**config.mk**
```make
export PLATFORM = sky130hd
export DESIGN_NAME = vx_fetch_queue
export DESIGN_NICKNAME = d
export VERILOG_FILES = /design/src/rtl/vx_fetch_queue_pkg.sv /design/src/rtl/vx_elastic_buffer.sv /design/src/rtl/vx_fetch_queue.sv
export SDC_FILE = /design/constraint.sdc
export NUM_CORES = 1
export LEC_CHECK = 0
export BUFFER_PORTS_ARGS = -buffer_cell sky130_fd_sc_hd__buf_2
export CAP_MARGIN = 20
export CORE_UTILIZATION = 61
export DETAILED_ROUTE_END_ITERATION = 12
export PLACE_DENSITY_LB_ADDON = 0.05
export SYNTH_ARGS = -nofsm -noshare
export SYNTH_HDL_FRONTEND = slang
export SYNTH_SLANG_ARGS = --single-unit
```
**constraint.sdc**
```tcl
create_clock -name clk -period 10.4 [get_ports clk]
set_clock_uncertainty 0.2 [all_clocks]
set_input_delay 3.12 -clock clk [delete_from_list [all_inputs] [get_ports clk]]
set_output_delay 3.12 -clock clk [all_outputs]
set_load 0.02 [all_outputs]
```
**src/rtl/vx_fetch_queue_pkg.sv**
```systemverilog
// Shared widths and sizing helpers for the fetch stage.
package vx_fetch_queue_pkg;

  localparam int DEF_NUM_WARPS   = 4;
  localparam int DEF_NUM_THREADS = 4;
  localparam int DEF_PC_BITS     = 30;
  localparam int DEF_UUID_WIDTH  = 44;
  localparam int INSTR_WIDTH     = 32;
  localparam int PERF_CNT_WIDTH  = 32;

  // A single-warp core still needs a 1-bit warp id.
  function automatic int calc_nw_width(input int num_warps);
    return (num_warps > 1) ? $clog2(num_warps) : 1;
  endfunction

  function automatic int calc_cnt_width(input int max_pending);
    return (max_pending > 1) ? $clog2(max_pending + 1) : 1;
  endfunction

endpackage

```
**src/rtl/vx_elastic_buffer.sv**
```systemverilog
// Small circular FIFO; data_out comes straight from storage flops.
module vx_elastic_buffer #(
  parameter int DATAW = 8,
  parameter int SIZE  = 2
) (
  input  logic             clk,
  input  logic             reset,
  input  logic             valid_in,
  output logic             ready_in,
  input  logic [DATAW-1:0] data_in,
  output logic             valid_out,
  input  logic             ready_out,
  output logic [DATAW-1:0] data_out
);

  localparam int AW = (SIZE > 1) ? $clog2(SIZE) : 1;
  localparam logic [AW:0]   FULL_CNT = (AW + 1)'(SIZE);
  localparam logic [AW-1:0] LAST_IDX = AW'(SIZE - 1);

  logic [DATAW-1:0] mem [SIZE];
  logic [AW-1:0]    rd_ptr;
  logic [AW-1:0]    wr_ptr;
  logic [AW:0]      count;
  logic             push;
  logic             pop;

  // ready_in depends only on occupancy, never on ready_out.
  assign ready_in  = (count != FULL_CNT);
  assign valid_out = (count != '0);
  assign data_out  = mem[rd_ptr];
  assign push      = valid_in & ready_in;
  assign pop       = valid_out & ready_out;

  always_ff @(posedge clk or negedge reset) begin
    if (!reset) begin
      rd_ptr <= '0;
      wr_ptr <= '0;
      count  <= '0;
    end else begin
      if (push) wr_ptr <= (wr_ptr == LAST_IDX) ? '0 : wr_ptr + AW'(1);
      if (pop)  rd_ptr <= (rd_ptr == LAST_IDX) ? '0 : rd_ptr + AW'(1);
      case ({push, pop})
        2'b10:   count <= count + (AW + 1)'(1);
        2'b01:   count <= count - (AW + 1)'(1);
        default: count <= count;
      endcase
    end
  end

  always_ff @(posedge clk) begin
    if (push) mem[wr_ptr] <= data_in;
  end

endmodule

```
**src/rtl/vx_fetch_queue.sv**
```systemverilog
// Fetch stage: issues icache requests, keeps per-warp context, pairs
// out-of-order responses with that context and buffers them for decode.
module vx_fetch_queue
  import vx_fetch_queue_pkg::*;
#(
  parameter int NUM_WARPS   = DEF_NUM_WARPS,
  parameter int NUM_THREADS = DEF_NUM_THREADS,
  parameter int PC_BITS     = DEF_PC_BITS,
  parameter int UUID_WIDTH  = DEF_UUID_WIDTH,
  parameter int MAX_PENDING = NUM_WARPS,
  parameter bit PERF_ENABLE = 1'b1,
  localparam int NW_WIDTH   = calc_nw_width(NUM_WARPS),
  localparam int CNT_WIDTH  = calc_cnt_width(MAX_PENDING)
) (
  input  logic                      clk,
  input  logic                      reset,
  input  logic                      sched_valid,
  output logic                      sched_ready,
  input  logic [NW_WIDTH-1:0]       sched_wid,
  input  logic [NUM_THREADS-1:0]    sched_tmask,
  input  logic [PC_BITS-1:0]        sched_pc,
  input  logic [UUID_WIDTH-1:0]     sched_uuid,
  output logic                      icache_req_valid,
  input  logic                      icache_req_ready,
  output logic [PC_BITS-1:0]        icache_req_addr,
  output logic [NW_WIDTH-1:0]       icache_req_tag,
  input  logic                      icache_rsp_valid,
  output logic                      icache_rsp_ready,
  input  logic [INSTR_WIDTH-1:0]    icache_rsp_data,
  input  logic [NW_WIDTH-1:0]       icache_rsp_tag,
  output logic                      fetch_valid,
  input  logic                      fetch_ready,
  output logic [NW_WIDTH-1:0]       fetch_wid,
  output logic [NUM_THREADS-1:0]    fetch_tmask,
  output logic [PC_BITS-1:0]        fetch_pc,
  output logic [UUID_WIDTH-1:0]     fetch_uuid,
  output logic [INSTR_WIDTH-1:0]    fetch_instr,
  output logic [CNT_WIDTH-1:0]      pending_cnt,
  output logic                      busy,
  output logic [PERF_CNT_WIDTH-1:0] perf_req_stalls,
  output logic [PERF_CNT_WIDTH-1:0] perf_rsp_stalls
);

  typedef struct packed {
    logic [NUM_THREADS-1:0] tmask;
    logic [PC_BITS-1:0]     pc;
    logic [UUID_WIDTH-1:0]  uuid;
  } warp_ctx_t;

  typedef struct packed {
    logic [NW_WIDTH-1:0]    wid;
    logic [NUM_THREADS-1:0] tmask;
    logic [PC_BITS-1:0]     pc;
    logic [UUID_WIDTH-1:0]  uuid;
    logic [INSTR_WIDTH-1:0] instr;
  } fetch_data_t;

  localparam logic [CNT_WIDTH-1:0] MAX_CNT = CNT_WIDTH'(MAX_PENDING);

  warp_ctx_t            tag_table [NUM_WARPS];
  logic [NUM_WARPS-1:0] pend_mask;
  logic [NUM_WARPS-1:0] pend_mask_next;
  logic                 credit_ok;
  logic                 req_fire;
  logic                 rsp_fire;
  warp_ctx_t            rsp_ctx;
  fetch_data_t          buf_in;
  fetch_data_t          buf_out;

  // Request path is a pure pass-through gated by the credit counter.
  assign credit_ok        = (pending_cnt < MAX_CNT);
  assign icache_req_valid = sched_valid & credit_ok;
  assign sched_ready      = icache_req_ready & credit_ok;
  assign icache_req_addr  = sched_pc;
  assign icache_req_tag   = sched_wid;
  assign req_fire         = sched_valid & sched_ready;
  assign rsp_fire         = icache_rsp_valid & icache_rsp_ready;

  // Context storage is left unreset: a slot is only read after its write.
  always_ff @(posedge clk) begin
    if (req_fire) tag_table[sched_wid] <= '{tmask: sched_tmask, pc: sched_pc, uuid: sched_uuid};
  end

  assign rsp_ctx = tag_table[icache_rsp_tag];

  always_comb begin
    pend_mask_next = pend_mask;
    if (rsp_fire) pend_mask_next[icache_rsp_tag] = 1'b0;
    if (req_fire) pend_mask_next[sched_wid] = 1'b1;
  end

  always_ff @(posedge clk or negedge reset) begin
    if (!reset) begin
      pend_mask   <= '0;
      pending_cnt <= '0;
    end else begin
      pend_mask <= pend_mask_next;
      case ({req_fire, rsp_fire})
        2'b10:   pending_cnt <= pending_cnt + CNT_WIDTH'(1);
        2'b01:   pending_cnt <= pending_cnt - CNT_WIDTH'(1);
        default: pending_cnt <= pending_cnt;
      endcase
    end
  end

  assign buf_in = '{wid: icache_rsp_tag, tmask: rsp_ctx.tmask, pc: rsp_ctx.pc,
                    uuid: rsp_ctx.uuid, instr: icache_rsp_data};

  vx_elastic_buffer #(
    .DATAW ($bits(fetch_data_t)),
    .SIZE  (2)
  ) u_out_buf (
    .clk       (clk),
    .reset     (reset),
    .valid_in  (icache_rsp_valid),
    .ready_in  (icache_rsp_ready),
    .data_in   (buf_in),
    .valid_out (fetch_valid),
    .ready_out (fetch_ready),
    .data_out  (buf_out)
  );

  assign fetch_wid   = buf_out.wid;
  assign fetch_tmask = buf_out.tmask;
  assign fetch_pc    = buf_out.pc;
  assign fetch_uuid  = buf_out.uuid;
  assign fetch_instr = buf_out.instr;
  assign busy        = (pending_cnt != '0) | fetch_valid;

  generate
    if (PERF_ENABLE) begin : g_perf
      logic [PERF_CNT_WIDTH-1:0] req_stalls_q;
      logic [PERF_CNT_WIDTH-1:0] rsp_stalls_q;
      always_ff @(posedge clk or negedge reset) begin
        if (!reset) begin
          req_stalls_q <= '0;
          rsp_stalls_q <= '0;
        end else begin
          if (sched_valid & ~sched_ready)           req_stalls_q <= req_stalls_q + PERF_CNT_WIDTH'(1);
          if (icache_rsp_valid & ~icache_rsp_ready) rsp_stalls_q <= rsp_stalls_q + PERF_CNT_WIDTH'(1);
        end
      end
      assign perf_req_stalls = req_stalls_q;
      assign perf_rsp_stalls = rsp_stalls_q;
    end else begin : g_no_perf
      assign perf_req_stalls = '0;
      assign perf_rsp_stalls = '0;
    end
  endgenerate

`ifndef SYNTHESIS
  // Both are scheduler/cache protocol violations; the datapath does not recover.
  always @(posedge clk) begin
    if (reset) begin
      if (req_fire)
        assert (!pend_mask[sched_wid]) else $error("fetch request for warp %0d already in flight", sched_wid);
      if (rsp_fire)
        assert (pend_mask[icache_rsp_tag]) else $error("icache response for idle tag %0d", icache_rsp_tag);
    end
  end
`endif

endmodule

```
# Word-level counts from Yosys, hierarchy flattened
# Memories as Yosys holds them, arrays and structs flattened.
# Cells that the tools add are included.
dict set report totals {
  word_cells 44
  reg_bits 71
  mem_bits_rw 536
  mem_count 2
  out_inout_bits 216
  in_bits 120
}
# memory words width read_ports rd_clocked_by_memory_dff wr line
set mem_list {}
lappend mem_list {tag_table 4 78 1 0 1 vx_fetch_queue.sv:60} ;# warp_ctx_t tag_table [NUM_WARPS];
lappend mem_list {u_out_buf.mem 2 112 1 0 1 vx_elastic_buffer.sv:20} ;# logic [DATAW-1:0] mem [SIZE];
dict set report classes {
  n_addsub 8
  mux 8
  bitwise_logic 10
  n_reduce_logical 4
  magnitude_cmp 1
  eq_ne 5
}
# op count
set ops {}
lappend ops {{adder 32 x 1 -> 32 bit, second input constant} 2}
lappend ops {{AND 1 bit} 7}
lappend ops {{two-way mux 1 bit} 6}
lappend ops {{one-hot mux 3 bit (2 select lines)} 1}
lappend ops {{nonzero test 2 bit} 3}
lappend ops {{== test 2 x 1 -> 1 bit, second input constant} 2}
lappend ops {{== test 2 bit, second input constant} 2}
lappend ops {{one-hot mux 2 bit (2 select lines)} 1}
lappend ops {{adder 3 x 1 -> 3 bit, second input constant} 1}
lappend ops {{less-than comparator 3 bit, second input constant} 1}
lappend ops {{nonzero test 3 bit} 1}
lappend ops {{subtractor 3 x 1 -> 3 bit, second input constant} 1}
lappend ops {{adder 1 bit, second input constant} 2}
lappend ops {{adder 2 x 1 -> 2 bit, second input constant} 1}
lappend ops {{inequality test 2 bit, second input constant} 1}
lappend ops {{inverter 1 bit} 2}
lappend ops {{subtractor 2 x 1 -> 2 bit, second input constant} 1}
lappend ops {{bitwise OR 1 bit} 1}

# Depth between registers and ports, before layout
# Gate-level depths: netlist (run 1).
dict set report depth {
  ltp_word 5
  depth_mapped 6
  ltp_nobuf 6
}

# Modules after synthesis
# Synthesis (run 1) repeated with hierarchy kept, for this count alone.
dict set report unflattened {
  hier_cells 1092
  area_unflattened_um2 23341.1
}
# mod cells_each area_per_inst_um2 seq_area_each_um2 instances
set by_module_without_submodules {}
lappend by_module_without_submodules {vx_fetch_queue 726 14770.4 11045.6 1}
lappend by_module_without_submodules {vx_elastic_buffer 366 8570.7 6826.5 1}

# Worst setup path after synthesis (run 1)
# Ideal clock, no wire load.
dict set report synth_timing {
  path_type {in2reg}
  startpoint {input sched_valid}
  endpoint {memory tag_table[2][0] in the netlist's numbering, enable pin}
  setup_time_ps 626
  arrival_time_ps 9009
  path_slack_ps 565
  n_path_buf 0
  stages 2
  required_time_ps 9574
  path_cell_list {nand3b_1 -> nor3b_1}
}
dict set report synth_via {
  elab_chain_cells 3
}
# item line
set synth_lines {}
lappend synth_lines {{start: declaration} vx_fetch_queue.sv:17} ;# input logic sched_valid,
lappend synth_lines {{AND 1 bit} vx_fetch_queue.sv:76} ;# assign req_fire = sched_valid & sched_ready;
lappend synth_lines {{two-way mux 1 bit} vx_fetch_queue.sv:81} ;# if (req_fire) tag_table[sched_wid] <= '{tmask: sched_tmask, pc: sched_pc, uuid: sched_uuid};
lappend synth_lines {{two-way mux 1 bit (implied by the code)} vx_fetch_queue.sv:81}
lappend synth_lines {{end: declaration} vx_fetch_queue.sv:60}
# No other way between the ends.

# Worst setup path after layout (run 1)
dict set report layout_timing {
  startpoint {input icache_req_ready}
  endpoint {output sched_ready}
}
dict set report layout_via {
  elab_chain_cells 1
}
# item line
set layout_lines {}
lappend layout_lines {{start: declaration} vx_fetch_queue.sv:24} ;# input logic icache_req_ready,
lappend layout_lines {{AND 1 bit} vx_fetch_queue.sv:73} ;# assign sched_ready = icache_req_ready & credit_ok;
lappend layout_lines {{end: declaration} vx_fetch_queue.sv:18} ;# output logic sched_ready,
# No other way between the ends.

==> summary.md, run 1 <==
| Metric | Value |
|---|---|
| Tmin final | `7090 ps` |
| Post_cts resized | `0` |
| Fin crit share | `68.2%` |
| Layout Area Growth over Synthesis | `16.4%` |
| Worst setup path category | `in2out` |
| Synth Flop Type | `edfxtp_1` |
| RSZ-0062 raised after global routing | `false` |
| Net Sw Frac | `28.1%` |
| Total power | `6350 µW` |
| CTS tree | `done` |
| Clk root buf | `clkbuf_16` |
| R2R Setup Slk | `7540 ps` |
| Flop pwr share | `49.3%` |
| Gate power share | `20.2%` |
| 1st-pass router iterations | `5` |
| Port bufs | `335` |
| Yosys cell types | `43` |
| DR WL/cell | `22.1 µm` |
| Post-synth EDFFs | `536` |
| Std-Cell Rows | `70` |
| Arrival @ worst endpoint | `3770 ps` |
| Final Max Slew Viols | `0` |
| Final setup margin | `3310 ps` |
| Initial antenna violation count | `9` |
| Number of global-route vias before repair | `11,200` |
| Endpoint, Worst Hold | `perf_rsp_stalls[31]` |
| Placed cell count | `1,833` |
| Most frequent CP cell | `buf_2` |
| First-pass GRT wire length | `65,100 µm` |
| CTS Hold Bufs | `0` |
| Final setup violation count | `0` |
| Non-filler instance count after layout | `1,937` |
| Busiest grt layer | `met2` |
| Final wirelength | `42,800 µm` |
| Worst path slowest cell | `nand2b_1` |
| TritonCTS buffer count | `57` |
| H-tree depth | `2` |
| Worst slack, placed | `3300 ps` |
| Max Fclk | `0.141 GHz` |
| CP peak stage delay | `250 ps` |
| Final nets | `1,548` |
| Mapped Nets | `1,208` |
| GRT Overall Usage | `22.9%` |
| Post-DP HPWL | `25,500 µm` |
| I/O Pins | `336` |
| Min-Delay Path Depth | `1` |
| Startpoint Class | `primary input` |
| Clock tree buffer depth | `3` |
| Min-Delay Path Class | `reg2reg` |
| #FFs+latches synth | `607` |
| Die height | `196 µm` |
| Core ar. | `36,700 µm²` |
| CP required | `7080 ps` |
| Post-Syn Area | `22,900 µm²` |
| Worst-Skew Late Latency | `600 ps` |
| # clock sinks | `607` |
| Synth warn | `0` |
| Met1 Resource Use GR | `30.2%` |
| WP buf/inv | `3` |
| Psw | `1790 µW` |
| Final Hold Fails | `0` |
| Slew @ Worst Pin | `1010 ps` |
| Crit-path cells | `buf_2 -> nand2b_1 -> inv_1 -> buf_2` |
| Maxcap violations | `0` |
| Async SR Flop Fraction | `11.7%` |
| Overflow after GRT | `0` |
| Width of the die | `196 µm` |
| Cell Pwr Density | `239 nW/µm²` |
| Leak | `0.00975 µW` |
| Power Internal | `4560 µW` |
| M3 GR Usage | `6.39%` |
| Core Util, Final | `72.5%` |
| Routed Antenna Nets | `0` |
| GPL Wtd Cong | `0.812` |
| Maximum vdd drop | `207 µV` |
| Maximum number of pins on one net before global-route repair | `72` |
| Clock share of power | `30.5%` |
| Fraction of final layout cells sized beyond drive strength 1 | `43.6%` |
| Reg2reg path depth | `4` |
| Outcome | `finished clean` |
| Via/cell ratio | `5.70` |
| Slew margin rel. | `32.9%` |
| Synth Instances | `1,084` |
| Seq/Total Area, Yosys | `78.2%` |
| 1st-iter DRT viols | `630` |
| Avg Cell Area, Syn | `21.1 µm²` |
| Post-CTS Setup Inserts | `0` |
| Critical Path Fanout Max | `9` |
| DRC | `0` |
| Worst R2R End | `tag_table[3][60]` |
| Post-Route Setup TNS | `0 ps` |
| Initial core utilization | `62.3%` |
| Routing usage on met2 | `37.5%` |
| Worst flop-to-flop path startpoint | `pending_cnt[2]` |
| Crit-path leading delay family | `buffers and inverters` |
| Worst setup EP type | `output pin` |
| Worst hold start | `perf_rsp_stalls[31]` |
| Worst-path clk slew | `60 ps` |
| Routed via count | `11,100` |
| Die area | `38,200 µm²` |
## per-layer routing
layer  up-vias  wire length [µm]
li1       4974                 -
met1      5639             17600
met2       357             20900
met3        70              3240
met4        10               944
met5         -                73
## layout by cell type (no fill, tap or decap), types with 19 or more instances in the layout
master	count
dfrtp_1	70
clkbuf_16	58
nand4_1	19
edfxtp_1	536
mux4_2	78
nand2_1	20
xor2_1	26
buf_2	333
xnor2_1	43
mux2_2	114
## cell usage after synthesis, types with 2 or more instances
| library cell | number | area share [%] |
|---|---|---|
| edfxtp_1 | 536 | 70 |
| mux2_2 | 114 | 5.6 |
| mux4_2 | 78 | 7.7 |
| dfrtp_1 | 71 | 7.8 |
| xnor2_1 | 43 | 1.6 |
| buf_4 | 35 | 1.1 |
| xor2_1 | 26 | 1.0 |
| buf_2 | 21 | 0.46 |
| nand2_1 | 20 | 0.33 |
| nand4_1 | 19 | 0.52 |
| nand3_1 | 18 | 0.39 |
| nor3_1 | 15 | 0.33 |
| nor2_1 | 11 | 0.18 |
| and3_1 | 10 | 0.27 |
| clkbuf_1 | 8 | 0.13 |
| inv_1 | 8 | 0.13 |
| and2_1 | 6 | 0.16 |
| and4_1 | 6 | 0.23 |
| buf_1 | 4 | 0.066 |
| nor4_1 | 4 | 0.11 |
| ha_1 | 3 | 0.16 |
| nand3b_1 | 3 | 0.099 |
| nand2b_1 | 2 | 0.055 |
| nand3_2 | 2 | 0.088 |
| nor3_2 | 2 | 0.088 |
| nor3b_1 | 2 | 0.066 |
## stage by stage
| step | instance area, µm² | hold slack, ps |
|---|---|---|
| 6_report | 26600 | 262 |
| 5_1_grt | 26600 | 279 |
| 4_1_cts | 26600 | 271 |
| 3_5_place_dp | 24900 | 254 |
| 3_3_place_gp | 24900 | 252 |
| 2_1_floorplan | 22900 | 261 |
## worst max-delay path by stage
stage                     start  slack, ps  cells after the start               to
2_1_floorplan       sched_valid        570                      2  tag_table[2][0]
6_report       icache_req_ready       3310                      4      sched_ready
3_5_place_dp   icache_req_ready       3300                      4      sched_ready
4_1_cts        icache_req_ready       3300                      4      sched_ready
5_1_grt        icache_req_ready       3250                      4      sched_ready
3_3_place_gp   icache_req_ready       3300                      4      sched_ready
## power by group through the flow
stage	Sequential, µW	Clock (µW)	Combinational, µW
final	3130	1930	1290
after floorplan	3170	0	862
after global routing	3160	2070	1370
after CTS	3130	1970	1310
after detailed placement	3180	0	1300
after global placement	3170	0	1300
## registers in the layout, indices dropped and copies added (netlist names)
register	flops
u_out_buf.mem	224
tag_table	312
u_out_buf.wr_ptr	1
u_out_buf.count	2
perf_req_stalls	32
perf_rsp_stalls	32
u_out_buf.rd_ptr	1
pending_cnt	3
## logic make-up after synthesis
family | after synthesis | share of synthesized area, %
XOR/XNOR | 69 | 2.64
buffers and inverters | 77 | 1.99
flip-flops | 607 | 78.2
AO/OA/AOI/OAI | 1 | 0.0219
adder cells (fa/ha/maj) | 4 | 0.252
AND/OR/NAND/NOR | 132 | 3.51
multiplexers | 194 | 13.4
## final cells by class
cell class                 instances  area [µm²]
clock buffer                      73        1520
sequential                       607       17900
timing repair buffer             350        1800
inverter                           8        30.0
tap                              468         586
antenna                            5        12.5
multi-input combinational        400        4560
fill                            2255       10100
clock inverter                    26         214
(Power assumes the default switching activity.)
==> inputs of run 2 (changes only) <==
- CORE_UTILIZATION: 61 -> 57
- clock period: 10.4 -> 7.2 ns (I/O delays scaled with it)
==> run 2 against run 1 <==
Via count about the same. Utilization decreased by 3.9 points. Count of clock-buffer cells in the layout decreased by 1. Sequential share of layout area decreased by 0.50 points. Combinational power increased by 46%. Cell area increased by 0.75%. Cell count increased by 2.9%. Clock power increased by 50%. Worst setup slack got worse by 1300 ps. Worst hold slack improved by 14 ps. Sequential power increased by 44%. Global-route usage decreased by 1.1 points. Critical endpoint unchanged. Largest cell class unchanged. Highest routed layer unchanged.
==> summary.md, run 2 (same netlist as run 1, synthesis figures left out) <==
| Metric | Value |
|---|---|
| Worst setup path category | `in2out` |
| Most frequent CP cell | `buf_2` |
| Final Max Slew Viols | `0 (unchanged)` |
| Outcome | `finished clean` |
| TritonCTS buffer count | `59 (+3.5%)` |
| Number of global-route vias before repair | `11,300 (+1.1%)` |
| Final wirelength | `43,700 µm (+2.1%)` |
| GRT Overall Usage | `21.8% (-1.1 points)` |
| Layout Area Growth over Synthesis | `17.2%` |
| Core ar. | `39,100 µm² (+6.5%)` |
| RSZ-0062 raised after global routing | `false` |
| I/O Pins | `336 (unchanged)` |
| Initial antenna violation count | `9 (unchanged)` |
| CTS Hold Bufs | `0 (unchanged)` |
| Post_cts resized | `0 (unchanged)` |
| Port bufs | `335 (unchanged)` |
| Busiest grt layer | `met2` |
| Final nets | `1,551 (+0.19%)` |
| WHS | `276 ps (+13.7 ps)` |
| Width of the die | `202 µm (+3.4%)` |
| Maximum vdd drop | `234 µV (+13%)` |
| M3 GR Usage | `5.85% (-0.54 points)` |
| Top Registers | `tag_table: 312 flops, u_out_buf.mem: 224 flops` |
| Std-Cell Rows | `72 (+2.9%)` |
| Clock tree buffer depth | `3 (unchanged)` |
| Leak | `0.00982 µW (+0.73%)` |
| Post-Route Setup TNS | `0 ps (unchanged)` |
| Max Fclk | `0.193 GHz` |
| Most common cell after layout, fill and taps aside | `edfxtp_1` |
| Final instance area | `26,800 µm² (+0.75%)` |
| Arrival @ worst endpoint | `2810 ps (-960 ps)` |
| Filler cell count | `2,584 (+15%)` |
| Largest register FFs | `312 (unchanged)` |
| Min-Delay Path Class | `reg2reg` |
| Initial core utilization | `58.5% (-3.8 points)` |
| CTS tree | `done` |
| H-tree depth | `2 (unchanged)` |
| Met1 Resource Use GR | `28.5% (-1.7 points)` |
| Biggest register | `tag_table` |
| Overflow after GRT | `0 (unchanged)` |
| Routed via count | `11,100 (+0.054%)` |
| Area after DPL | `25,000 µm² (+0.41%)` |
| Die area | `40,900 µm² (+6.9%)` |
| Die height | `202 µm (+3.4%)` |
| GPL Wtd Cong | `0.828 (+2.1%)` |
| Cell Pwr Density | `347 nW/µm² (+45%)` |
| Startpoint Class | `primary input` |
| Worst setup EP type | `output pin` |
| Post-DP HPWL | `26,500 µm (+3.8%)` |
| Routed Antenna Nets | `0 (unchanged)` |
| Maximum number of pins on one net before global-route repair | `66 (-8.3%)` |
| Core Util, Final | `68.5% (-3.9 points)` |
| Slew @ Worst Pin | `968 ps (-38.8 ps)` |
| Final setup violation count | `0 (unchanged)` |
| CP required | `4840 ps (-2240 ps)` |
| Critical Path Fanout Max | `9 (unchanged)` |
| Clk root buf | `clkbuf_16` |
| Fraction of final layout cells sized beyond drive strength 1 | `43.7% (+0.064 points)` |
| Crit-path cells | `buf_2 -> nand2b_1 -> inv_1 -> buf_2` |
| Maxcap violations | `0 (unchanged)` |
| Routing usage on met2 | `36.0% (-1.5 points)` |
| Most frequent cells in the layout | `536 x edfxtp_1, 333 x buf_2, 114 x mux2_2` |
| DR WL/cell | `21.9 µm (-0.73%)` |
| First-pass GRT wire length | `66,800 µm (+2.7%)` |
| Crit-path leading delay family | `buffers and inverters` |
| 1st-pass router iterations | `4 (-1)` |
| CP peak stage delay | `260 ps (about the same)` |
| Tmin final | `5170 ps` |
| 1st-iter DRT viols | `577 (-8.4%)` |
| Via/cell ratio | `5.55 (-2.8%)` |
| Slew margin rel. | `35.4% (+2.6 points)` |
| DRC | `0 (unchanged)` |
| Worst-path clk slew | `60 ps (about the same)` |
| Final Hold Fails | `0 (unchanged)` |
| Worst-Skew Late Latency | `600 ps (about the same)` |
| Fin crit share | `71.8%` |
| Post-CTS Setup Inserts | `0 (unchanged)` |
| # clock sinks | `607 (unchanged)` |
| Worst path slowest cell | `nand2b_1` |
| WP buf/inv | `3 (unchanged)` |
[run 2: cell types whose count changed in the layout (fill, tap and decap cells not counted), sizes merged]
cell,before,now
clkbuf,73,72
diode,5,4
inv,10,9
buf,350,351
clkinvlp,4,3
bufinv,3,4
clkinv,17,25
[run 2: power by group]
part           total, µW  internal, µW  switching [µW]
clock               2900          1670            1230
sequential          4510          4310             199
combinational       1880           705            1180
total               9290          6680            2610
[run 2: path summary, 6_finish.rpt]
check / slack, ps / depth (start not counted) / to / from
worst max-delay path: 2030 / 4 / sched_ready / icache_req_ready
worst min-delay path: 280 / 1 / perf_rsp_stalls[31] / perf_rsp_stalls[31]
worst max register to register: 4290 / 4 / tag_table[3][58] / pending_cnt[2]
worst min register to register: 280 / 1 / perf_rsp_stalls[31] / perf_rsp_stalls[31]
max in group asynchronous: 4350 / 2 / u_out_buf.rd_ptr / reset
min in group asynchronous: 1410 / 1 / perf_req_stalls[22] / reset
[run 2: routing by layer]
metal	up-vias	routed length, µm
met3	63	3220
met4	10	844
met1	5664	17700
met5	-	60
met2	327	21900
li1	4992	-
[run 2: layout make-up]
| class | count | area [µm²] | share of cell area [%] |
|---|---|---|---|
| clock buffers | 72 | 1560 | 5.81 |
| well taps | 518 | 648 | 2.42 |
| clock inverters | 33 | 275 | 1.03 |
| multi-input cells | 400 | 4580 | 17.1 |
| inverters | 8 | 30.0 | 0.112 |
| diodes | 4 | 10.0 | 0.0374 |
| flip-flops and latches | 607 | 17900 | 66.7 |
| repair buffers | 351 | 1820 | 6.78 |
[run 2: per-stage QoR]
stage	worst slack (ps)	cells	power, µW
floorplan	1060	1084	5800
global placement	2050	1884	6460
detailed placement	2050	1884	6500
CTS	1960	1989	9400
global route	1900	1991	9670
finish	2030	1993	9290
==> inputs of run 3 (changes only) <==
- ABC_AREA: unset -> 1
- clock period: 7.2 -> 5.2 ns (I/O delays scaled with it)
==> run 3 against run 2 <==
Non-clock buffer count up 11. Synthesized cell count is 72% higher. Worst hold slack improved by 23 ps. Sequential power rose by 38%. Sequential share of layout area down 2.2 points. Utilization fell by 0.63 points. Worst setup slack lost 1200 ps. Highest routed layer unchanged.
==> summary.md, run 3 <==
| Metric | Value |
|---|---|
| Fraction of synthesized cell area taken by the top area cell type | `68.1% (-2.4 points)` |
| Reg2reg path depth | `6 (+2)` |
| Post_cts resized | `0 (unchanged)` |
| Critical Path Fanout Max | `47 (+38)` |
| Filler cell count | `2,973 (+15%)` |
| Post-CTS Setup Inserts | `0 (unchanged)` |
| Worst-path clk slew | `60 ps (about the same)` |
| Max Fclk | `0.228 GHz` |
| TritonCTS buffer count | `58 (-1.7%)` |
| # clock sinks | `607 (unchanged)` |
| Initial antenna violation count | `13 (+4)` |
| I/O Pins | `336 (unchanged)` |
| Critical Path Start | `u_out_buf.rd_ptr` |
| Async SR Flop Fraction | `11.7% (unchanged)` |
| Xor and xnor area share after synthesis | `1.67% (-0.98 points)` |
| Die height | `206 µm (+1.7%)` |
| CTS Hold Bufs | `0 (unchanged)` |
| Final setup margin | `811 ps (-1220 ps)` |
| Avg Cell Area, Syn | `12.7 µm² (-40%)` |
| CTS tree | `done` |
| Busiest grt layer | `met2` |
| Stages on worst setup path | `5 (+1)` |
| Routing usage on met2 | `39.1% (+3.1 points)` |
| Final wirelength | `51,400 µm (+18%)` |
| Die area | `42,300 µm² (+3.4%)` |
| Core ar. | `40,800 µm² (+4.4%)` |
| CP peak stage delay | `730 ps (+470 ps)` |
| Largest register FFs | `312 (unchanged)` |
| Min-Delay Path Depth | `2 (+1)` |
| First-pass GRT wire length | `77,700 µm (+16%)` |
| Cell Pwr Density | `480 nW/µm² (+38%)` |
| H-tree depth | `2 (unchanged)` |
| Core Util, Final | `67.9% (-0.63 points)` |
| Tmin final | `4390 ps` |
| Routed Antenna Nets | `0 (unchanged)` |
| Most common cell after layout, fill and taps aside | `edfxtp_1` |
| 1st-iter DRT viols | `1,074 (+86%)` |
| Layout Area Growth over Synthesis | `17.2% (about the same)` |
| CP required | `3440 ps (-1400 ps)` |
| Fin crit share | `84.4%` |
| Port bufs | `335 (unchanged)` |
| Clock tree buffer depth | `3 (unchanged)` |
| Post-Syn Area | `23,600 µm² (+3.5%)` |
| Final setup violation count | `0 (unchanged)` |
| Final nets | `2,298 (+48%)` |
| Fraction of final layout cells sized beyond drive strength 1 | `22.0% (-22 points)` |
| 1st-pass router iterations | `7 (+3)` |
| Synth top cells by count | `536 x edfxtp_1, 479 x nand2_1, 219 x nor2_1, 153 x o21ai_0, 78 x o22ai_1` |
| Synth warn | `0 (unchanged)` |
| Most frequent cells in the layout | `536 x edfxtp_1, 479 x nand2_1, 334 x buf_2` |
| Maximum number of pins on one net before global-route repair | `159 (+140%)` |
| Clk root buf | `clkbuf_16` |
| Main combinational cell family by area after synthesis | `simple AND/OR/NAND/NOR gates` |
| M3 GR Usage | `4.66% (-1.2 points)` |
| Worst path slowest cell | `dfrtp_4` |
| Post-DP HPWL | `30,500 µm (+15%)` |
| WP buf/inv | `3 (unchanged)` |
| Top post-synthesis cells by area | `edfxtp_1 68%, nand2_1 7.6%, dfrtp_1 7.5%, nor2_1 3.5%, o21ai_0 3.2%` |
| Final Max Slew Viols | `0 (unchanged)` |
| Synth Instances | `1,860 (+72%)` |
| Slew @ Worst Pin | `1070 ps (+105 ps)` |
| Post-synth EDFFs | `536 (unchanged)` |
| Worst flop-to-flop path startpoint | `pending_cnt[2]` |
| Crit-path cells | `inv_4 -> buf_12 -> nand2_1 -> nand2_1 -> buf_2` |
| GPL Wtd Cong | `0.863 (+4.2%)` |
| DRC | `0 (unchanged)` |
| Simple-gate share of the synthesized area | `13.6% (+10 points)` |
| Width of the die | `206 µm (+1.7%)` |
| Maximum vdd drop | `354 µV (+51%)` |
| Std-Cell Rows | `74 (+2.8%)` |
| Arrival @ worst endpoint | `2630 ps (-180 ps)` |
| DR WL/cell | `18.6 µm (-15%)` |
| Mapped Nets | `1,984 (+64%)` |
| #FFs+latches synth | `607 (unchanged)` |
| Biggest register | `tag_table` |
| Worst hold start | `perf_req_stalls[31]` |
| Slew margin rel. | `28.4% (-7.0 points)` |
| Worst slack, placed | `1430 ps (-614 ps)` |
| Worst setup path category | `reg2out` |
| Via/cell ratio | `5.40 (-2.6%)` |
| GRT Overall Usage | `24.3% (+2.5 points)` |
| Met1 Resource Use GR | `33.3% (+4.7 points)` |
| Crit-path leading delay family | `buffers and inverters` |
| Most numerous cell in the Yosys netlist | `edfxtp_1` |
| Mux cell area share after synthesis | `0% (-13 points)` |
| Top Registers | `tag_table: 312 flops, u_out_buf.mem: 224 flops` |
| Yosys cell types | `35 (-19%)` |
| Seq/Total Area, Yosys | `75.6% (-2.6 points)` |
| Yosys top cell by area | `edfxtp_1` |
| Maxcap violations | `0 (unchanged)` |
| Most frequent CP cell | `nand2_1` |
| Complex-gate fraction of the synthesized area | `5.54% (+5.5 points)` |
| Post-Synth Adder-Cell Area | `0.243% (-0.0084 points)` |
| RSZ-0062 raised after global routing | `false` |
| Final Hold Fails | `0 (unchanged)` |
| Startpoint Class | `flip-flop` |
| Synth Flop Type | `edfxtp_1` |
| Leak | `0.0109 µW (+11%)` |
| Number of global-route vias before repair | `14,000 (+23%)` |
| Overflow after GRT | `0 (unchanged)` |
| Worst setup EP type | `output pin` |
| Initial core utilization | `57.9% (-0.55 points)` |
| Routed via count | `14,900 (+35%)` |
| Min-Delay Path Class | `reg2reg` |
| Outcome | `finished clean` |
| Worst-Skew Late Latency | `600 ps (about the same)` |
==> run 3: per-layer routing <==
metal  routed length [µm]  share of wire [%]
met1                22000                 43
met2                24700                 48
met3                 3580                7.0
met4                 1090                2.1
met5                   41              0.080
==> run 3: final timing paths <==
path                                  endpoint  slack (ps)
setup / recovery                   fetch_pc[6]         810
hold / removal             perf_req_stalls[31]         300
setup reg to reg              tag_table[3][54]        2590
hold reg to reg            perf_req_stalls[31]         300
max in group asynchronous     u_out_buf.rd_ptr        3170
min in group asynchronous  perf_req_stalls[22]         820
==> run 3: worst reg2reg max path, cell delays in order (launching register included) <==
cell and delay [ps]:
dfrtp_1 420, inv_1 170, nand2_2 110, nor2_1 360, inv_1 280, nor3_4 250, buf_12 390
==> run 3: cell families (layout without fill, tap and decap cells) <==
family / Yosys count / count (layout)
AOI/OAI and AO/OA: 242 / 242
xor gates and xnor gates: 45 / 45
adders and majority gates: 4 / 4
buffers and inverters: 171 / 533
DFF: 607 / 607
other: 0 / 10
and+or+nand+nor: 791 / 791
==> run 3: cell type report <==
class | instances | area [µm²] | area share, %
Inverter | 63 | 243 | 0.875
Antenna cell | 10 | 25.0 | 0.0903
Clock buffer | 73 | 1570 | 5.67
Tap cell | 532 | 666 | 2.40
Sequential cell | 607 | 17900 | 64.5
Timing Repair Buffer | 362 | 1980 | 7.15
Multi-Input combinational cell | 1082 | 5040 | 18.2
Clock inverter | 35 | 322 | 1.16
==> run 3: where the power goes <==
group	switching, µW	internal [µW]
clock	1750	2390
combinational	2120	799
sequential	271	5960
==> run 3: stage by stage <==
stage / hold WS (ps) / std cells / TNS, ps / total power, µW / instance area, µm²
floorplan: 301 / 1860 / -162340 / 8100 / 23700
global placement: 275 / 2646 / 0 / 9250 / 25800
detailed placement: 286 / 2646 / 0 / 9280 / 25800
CTS: 302 / 2754 / 0 / 13400 / 27700
global route: 342 / 2758 / 0 / 13900 / 27700
finish: 298 / 2764 / 0 / 13300 / 27700
